File: config.mk
export PLATFORM = sky130hd
export DESIGN_NAME = dec2_rr_arb
export DESIGN_NICKNAME = d
export VERILOG_FILES = /design/src/rtl/dec2_rr_arb.sv
export SDC_FILE = /design/constraint.sdc
export NUM_CORES = 1
export LEC_CHECK = 0
export CORE_AREA = 2 2 39 41
export CTS_CLUSTER_DIAMETER = 120
export CTS_CLUSTER_SIZE = 30
export DETAILED_ROUTE_END_ITERATION = 6
export DIE_AREA = 0 0 41 43
export DONT_BUFFER_PORTS = 1
export PLACE_DENSITY = 0.61
export SLEW_MARGIN = 40
export SYNTH_ARGS = -nofsm -noshare
export SYNTH_HDL_FRONTEND = slang
export SYNTH_SLANG_ARGS = --single-unit
File: constraint.sdc
create_clock -name i_clk -period 3.2 [get_ports i_clk]
set_input_delay 0.64 -clock i_clk [delete_from_list [all_inputs] [get_ports i_clk]]
set_output_delay 0.64 -clock i_clk [all_outputs]
set_load 0.01 [all_outputs]
File: src/rtl/dec2_rr_arb.sv
// Four-channel round-robin arbiter feeding a 2-to-4 decoder: drives an encoded
// grant index plus enable, holding each grant until done, withdrawal or timeout.
module dec2_rr_arb #(
  parameter int MAX_HOLD = 8
) (
  input  logic       i_clk,
  input  logic       i_rst,
  input  logic [3:0] i_req,
  input  logic       i_done,
  output logic [1:0] o_idx,
  output logic       o_en,
  output logic       o_timeout,
  output logic       dbg_state
);

  localparam int CW = (MAX_HOLD > 2) ? $clog2(MAX_HOLD) : 1;
  localparam logic [CW-1:0] CNT_LAST = CW'(MAX_HOLD - 1);

  // Handshake: a grant is valid in every cycle o_en is high; o_idx is stable
  // for the whole grant, and o_en drops for at least one cycle between grants.
  typedef enum logic {
    IDLE  = 1'b0,
    GRANT = 1'b1
  } state_t;

  state_t        state_q, state_d;
  logic [1:0]    idx_q, idx_d;
  logic [1:0]    ptr_q, ptr_d;
  logic [CW-1:0] cnt_q, cnt_d;
  logic          to_q, to_d;

  logic [1:0]    pick;
  logic          pick_vld;
  logic [1:0]    cand;
  logic          rel_done, rel_wd, rel_to;

  // Scan requesters starting at the round-robin pointer, wrapping 3 -> 0.
  always_comb begin
    pick     = 2'd0;
    pick_vld = 1'b0;
    cand     = 2'd0;
    for (int i = 0; i < 4; i++) begin
      cand = ptr_q + 2'(i);
      if (!pick_vld && i_req[cand]) begin
        pick     = cand;
        pick_vld = 1'b1;
      end
    end
  end

  assign rel_done = i_done;
  assign rel_wd   = ~i_req[idx_q];
  assign rel_to   = (cnt_q == CNT_LAST);

  always_comb begin
    state_d = state_q;
    idx_d   = idx_q;
    ptr_d   = ptr_q;
    cnt_d   = cnt_q;
    to_d    = 1'b0;
    case (state_q)
      IDLE: begin
        if (pick_vld) begin
          idx_d   = pick;
          cnt_d   = '0;
          state_d = GRANT;
        end
      end
      GRANT: begin
        if (rel_done || rel_wd || rel_to) begin
          ptr_d   = idx_q + 2'd1;
          cnt_d   = '0;
          state_d = IDLE;
          // Timeout is only flagged when nothing else released the grant.
          to_d    = rel_to && !rel_done && !rel_wd;
        end else begin
          cnt_d = cnt_q + CW'(1);
        end
      end
      default: begin
        state_d = IDLE;
        cnt_d   = '0;
      end
    endcase
  end

  always_ff @(posedge i_clk) begin
    if (i_rst) begin
      state_q <= IDLE;
      idx_q   <= 2'd0;
      ptr_q   <= 2'd0;
      cnt_q   <= '0;
      to_q    <= 1'b0;
    end else begin
      state_q <= state_d;
      idx_q   <= idx_d;
      ptr_q   <= ptr_d;
      cnt_q   <= cnt_d;
      to_q    <= to_d;
    end
  end

  assign o_idx     = idx_q;
  assign o_en      = (state_q == GRANT);
  assign o_timeout = to_q;
  assign dbg_state = state_q;

endmodule
# [After elaboration in Yosys (flattened, before gate mapping)]
# Cells that the tools add are included.
# W data, S select, Z words.
[word_totals] wordCells=58 reg_bits=9 output_inout_bits=5 inputBits=7
[op_classes] n_eq_ne=2 n_reduce_logical=14 addsub=5 order_cmp=5 bitwise_logic=3 mux=24
[ops] cell="$lt A2 B3 Y1 const B" n=5
[ops] cell="$mux W1" n=11
[ops] cell="$bmux W1 S2" n=5
[ops] cell="$mux W2" n=4
[ops] cell="$mux W3" n=2
[ops] cell="$pmux W3 S2" n=1
[ops] cell="$logic_and A1 B1 Y1" n=5
[ops] cell="$add A2 B1 Y2 const B" n=2
[ops] cell="$add A2 B2 Y2 const B" n=2
[ops] cell="$logic_not A1 Y1" n=4
[ops] cell="$reduce_and A2 Y1" n=2
[ops] cell="$add A3 B1 Y3 const B" n=1
[ops] cell="$eq A3 B3 Y1 const B" n=1
[ops] cell="$not A1 Y1" n=3
[ops] cell="$reduce_or A3 Y1" n=1
[ops] cell="$logic_or A1 B1 Y1" n=2
[ops] cell="$ne A2 B2 Y1 const B" n=1
[ops] cell="$pmux W1 S2" n=1

# [Logic depth before layout (Yosys ltp)]
[depth] ltp_word=14 ltp_mapped=6 depth_no_buf=6

# [Least setup slack after synthesis]
# OpenSTA, ideal clock, no wires.
[synth_timing] path_type="input-to-reg" start="input port i_req[0]" end="register cnt_q[1]" cell_stages=3 setup_ps=60 required_ps=3140 setup_slack_ps=1550 arrival_ps=1590 path_buffers=0 cell_sequence="or4_1 > nor3_1 > a22o_1"
[synth_via] elab_chain_cells=13 word_cells_on_any_way=26 cone_classes="eq/ne (1); mux (16); bitwise (1); reduce/logical (8)"
[synth_rtl] element="start, declared" line="8" rtl="input logic [3:0] i_req,"
[synth_rtl] element="$bmux W1 S2" line="44" rtl="if (!pick_vld && i_req[cand]) begin"
[synth_rtl] element="$mux W1 (implied by the code)" line="44"
[synth_rtl] element="$mux W1" line="44"
[synth_rtl] element="$logic_not A1 Y1" line="44"
[synth_rtl] element="$logic_and A1 B1 Y1" line="44"
[synth_rtl] element="$mux W1" line="44"
[synth_rtl] element="$logic_not A1 Y1" line="44"
[synth_rtl] element="$logic_and A1 B1 Y1" line="44"
[synth_rtl] element="$mux W1" line="44"
[synth_rtl] element="$logic_not A1 Y1" line="44"
[synth_rtl] element="$logic_and A1 B1 Y1" line="44"
[synth_rtl] element="$mux W1" line="44"
[synth_rtl] element="$ne A2 B2 Y1 (no source line)"
[synth_rtl] element="end signal, assigned" line="98" rtl="cnt_q <= cnt_d;"
[synth_rtl] element="end, declared" line="29" rtl="logic [CW-1:0] cnt_q, cnt_d;"
# Several ways; a longest one is shown, not always the timed one. The select of a mux whose other input is x is not followed.
# A chain may end at the register's enable or synchronous reset.

# [Worst setup path in the final report]
[layout_timing] start="register idx_q[0], in the netlist o_idx[0]" end="register cnt_q[0]"
[layout_via] elab_chain_cells=7
[layout_rtl] element="start, declared" line="27" rtl="logic [1:0] idx_q, idx_d;"
[layout_rtl] element="start signal, assigned" line="96" rtl="idx_q <= idx_d;"
[layout_rtl] element="$bmux W1 S2" line="52" rtl="assign rel_wd = ~i_req[idx_q];"
[layout_rtl] element="$mux W1 (implied by the code)" line="52"
[layout_rtl] element="$not A1 Y1" line="52"
[layout_rtl] element="$logic_or A1 B1 Y1 (2 in a row)" line="70" rtl="if (rel_done || rel_wd || rel_to) begin"
[layout_rtl] element="$mux W3" line="70"
[layout_rtl] element="$pmux W3 S2" line="61" rtl="case (state_q)"
# Every way passes these cells. The select of a mux whose other input is x is not followed.

==> metrics.md <==
| Metric | Value |
|---|---|
| Outcome | `complete, no violations` |
| Cells after Synth | `54` |
| Largest stage delay, worst path | `0.53 ns` |
| Layout cells sized above 1 | `10.7%` |
| CTS tree | `yes` |
| Commonest non-fill, non-tap cell in the layout | `dfxtp_1` |
| CP Cell Sequence | `mux2_4 > a22oi_1 > nor4_1 > mux2_1` |
| Setup crit start kind | `register` |
| Cts bufs inserted | `3` |
| Net Sw Frac | `between 20% and 30%` |
| Final setup margin | `1.57 ns` |
| Die width | `41 um` |
| Starting Density | `36.0%` |
| Power Density | `472 nW/um^2` |
| Vias in the first global route | `374` |
| First-pass GRT wire length | `roughly 1.5 mm` |
| Leak | `0.208 nW` |
| Final Hold Fails | `0` |
| Maximum vdd drop | `0.000260 V` |
| Clk_skew | `0.00314 ns` |
| Later-pin clock latency in the skew report | `approximately 0.25 ns` |
| Cts hold-fix bufs | `0` |
| Syn_nets | `63` |
| Psw | `roughly 0.000064 W` |
| Synth cell types | `25` |
| Root Buffer | `clkbuf_4` |
| Pin count of the biggest net entering global routing | `9` |
| DRC | `0` |
| Max Slew Vio Count | `0` |
| Num ports | `12` |
| Tightest Pin Transition | `0.425 ns` |
| Routed Antenna Nets | `0` |
| Ant diodes | `0` |
| DRT Pass-1 Iters | `3` |
| Most used DFF post-synth | `dfxtp_1` |
| Flop2flop setup slack | `1.57 ns` |
| DRT iter0 DRCs | `13` |
| Worst setup path startpoint | `o_idx[0]$_SDFFE_PP0P_` |
| Syn avg cell area | `9.22 um^2` |
| FF-to-FF End | `cnt_q[0]$_SDFFE_PP0P_` |
| Pre-CTS setup slack | `1.46 ns` |
| Worst setup path endpoint | `cnt_q[0]$_SDFFE_PP0P_` |
| Post-route minimum period | `1.63 ns` |
| Logic pwr share | `15.5%` |
| Final wirelength | `907 um` |
| Area grow syn2layout | `6.78%` |
| Share of power burned in registers | `52.4%` |
| GPL Wtd Cong | `0.732` |
| Setup crit end kind | `register` |
| Seq/Total Area, Yosys | `36.2%` |
| Critical path class | `reg2reg` |
| Initial antenna violation count | `0` |
| Most frequent cells in the layout | `dfxtp_1, inv_1, a21oi_1, nor2_1` |
| Final setup fails | `0` |
| Final Cycle Share | `between 50% and 60%` |
| CTS Buffer Depth | `2` |
| YS warnings | `0` |
| CP Max Fanout | `6` |
| CP max stage cell | `dfxtp_1` |
| CTS Sinks | `9` |
| Clock share of power | `32.1%` |
| DR WL/cell | `between 10 and 15 um` |
| Ys async rst share | `0%` |
| Hold Path Class | `in2reg` |
| Slew HR | `roughly 70%` |
| Max Cap Viol | `0` |
| Cell-internal power | `about 0.00019 W` |
| H-tree levels | `1` |
| Post-synth EDFFs | `0` |
| Global-route usage over all layers | `12.8%` |
| Yosys reg bits | `9` |
| Critical R2R Launch | `o_idx[0]$_SDFFE_PP0P_` |
| RSZ-0062 raised after global routing | `false` |
| Nets | `66` |
| Critical path arrival | `~1.8 ns` |
| # rows | `14` |
| Fill cells | `142` |
| Worst R2R Path Depth | `4` |
| Hpwl dp | `slightly above 700 um` |
| Post-CTS Repair Setup Buffers | `0` |
| Core area | `~1400 um^2` |
| Worst EP required | `3.33 ns` |
| Mapped cell area | `about 500 um^2` |
| Max Freq | `between 0.6 and 0.7 GHz` |
| Cts repair resizes | `0` |
| GR Overflow Total | `0` |
| Die Footprint | `1760 um^2` |
| Setup TNS | `0 ns` |
| Worst-path clk slew | `around 0.05 ns` |
| PortBufs | `0` |
| Vias per inst | `5.29` |
| Die Y | `43 um` |
| DR vias | `381` |
-- sequential cells by signal, indices dropped and copies added, names as in the netlist --
signal and count:
o_idx 2, ptr_q 2, cnt_q 3, o_timeout 1, dbg_state 1
-- metal layers --
layer | global-route usage, % | vias to the layer above | part of all wire (%)
met5 | 0 | - | 0
met4 | 8.00 | 0 | 1.3
met3 | 6.28 | 2 | 6.6
met2 | 18.1 | 6 | 47
met1 | 14.7 | 170 | 45
li1 | - | 203 | -
-- worst max-delay path: cells and delay by family, from the launching register on --
| family | cells | cell delay (ns) |
|---|---|---|
| mux | 2 | 0.64 |
| flops | 1 | 0.53 |
| compound gates | 1 | 0.23 |
| simple gates | 1 | 0.11 |
-- power groups by stage --
stage	clock, W	combinational (W)	sequential (W)
2_1_floorplan	0	0.0000381	0.000130
3_3_place_gp	0	0.0000390	0.000134
3_5_place_dp	0	0.0000391	0.000134
4_1_cts	0.0000859	0.0000395	0.000131
5_1_grt	0.0000924	0.0000442	0.000133
6_report	0.0000804	0.0000390	0.000131
-- stage by stage --
step                utilization, %  power [W]  cell area, um^2  hold slack, ns  instances
floorplan                        -   0.000168              498           0.454         54
global placement              36.5   0.000173              505           0.474         68
detailed placement            36.5   0.000173              505           0.474         68
CTS                           38.4   0.000257              532           0.440         72
global route                  38.4   0.000270              532           0.430         72
finish                        38.4   0.000251              532           0.453         72
-- how the worst min path moves through the flow --
stage	slack, ns	cells after the start	startpoint	to
CTS	0.44	1	i_rst	o_idx[1]$_SDFFE_PP0P_
detailed placement	0.47	1	cnt_q[2]$_SDFFE_PP0P_	cnt_q[2]$_SDFFE_PP0P_
global placement	0.47	1	cnt_q[1]$_SDFFE_PP0P_	cnt_q[1]$_SDFFE_PP0P_
finish	0.45	1	i_rst	o_idx[1]$_SDFFE_PP0P_
floorplan	0.45	1	cnt_q[1]$_SDFFE_PP0P_	cnt_q[1]$_SDFFE_PP0P_
global route	0.43	1	i_rst	o_idx[1]$_SDFFE_PP0P_
-- Yosys cell counts (2+ instances only) --
library cell  instances  share of area (%)
nor3_1                3                3.0
nand2_1               3                2.3
mux2_4                2                6.0
inv_1                 6                4.5
a211oi_1              2                3.0
nor2_1                4                3.0
ha_1                  2                5.0
nor4_1                2                2.5
a22o_1                2                3.5
a21oi_1               4                4.0
a221oi_1              2                3.5
dfxtp_1               9                 36
-- kinds of logic (layout without fill, tap and decap cells) --
kind of cell / count (synthesis) / count (layout) / synth area share (%)
XOR/XNOR: 1 / 1 / 1.76
AND/OR/NAND/NOR: 16 / 16 / 16.3
multiplexers: 3 / 3 / 8.29
flip-flops: 9 / 9 / 36.2
AO/OA/AOI/OAI: 15 / 15 / 25.4
buffers and inverters: 8 / 10 / 7.03
adder cells (fa/ha/maj): 2 / 2 / 5.02
-- layout make-up --
type	count	area [um^2]	area share [%]
Clock buffer	4	26.3	4.94
Inverter	6	22.5	4.24
Multi-Input combinational cell	37	283	53.2
Sequential cell	9	180	33.9
Tap cell	16	20.0	3.76
Note: power is estimated with default switching activity, not from simulation.
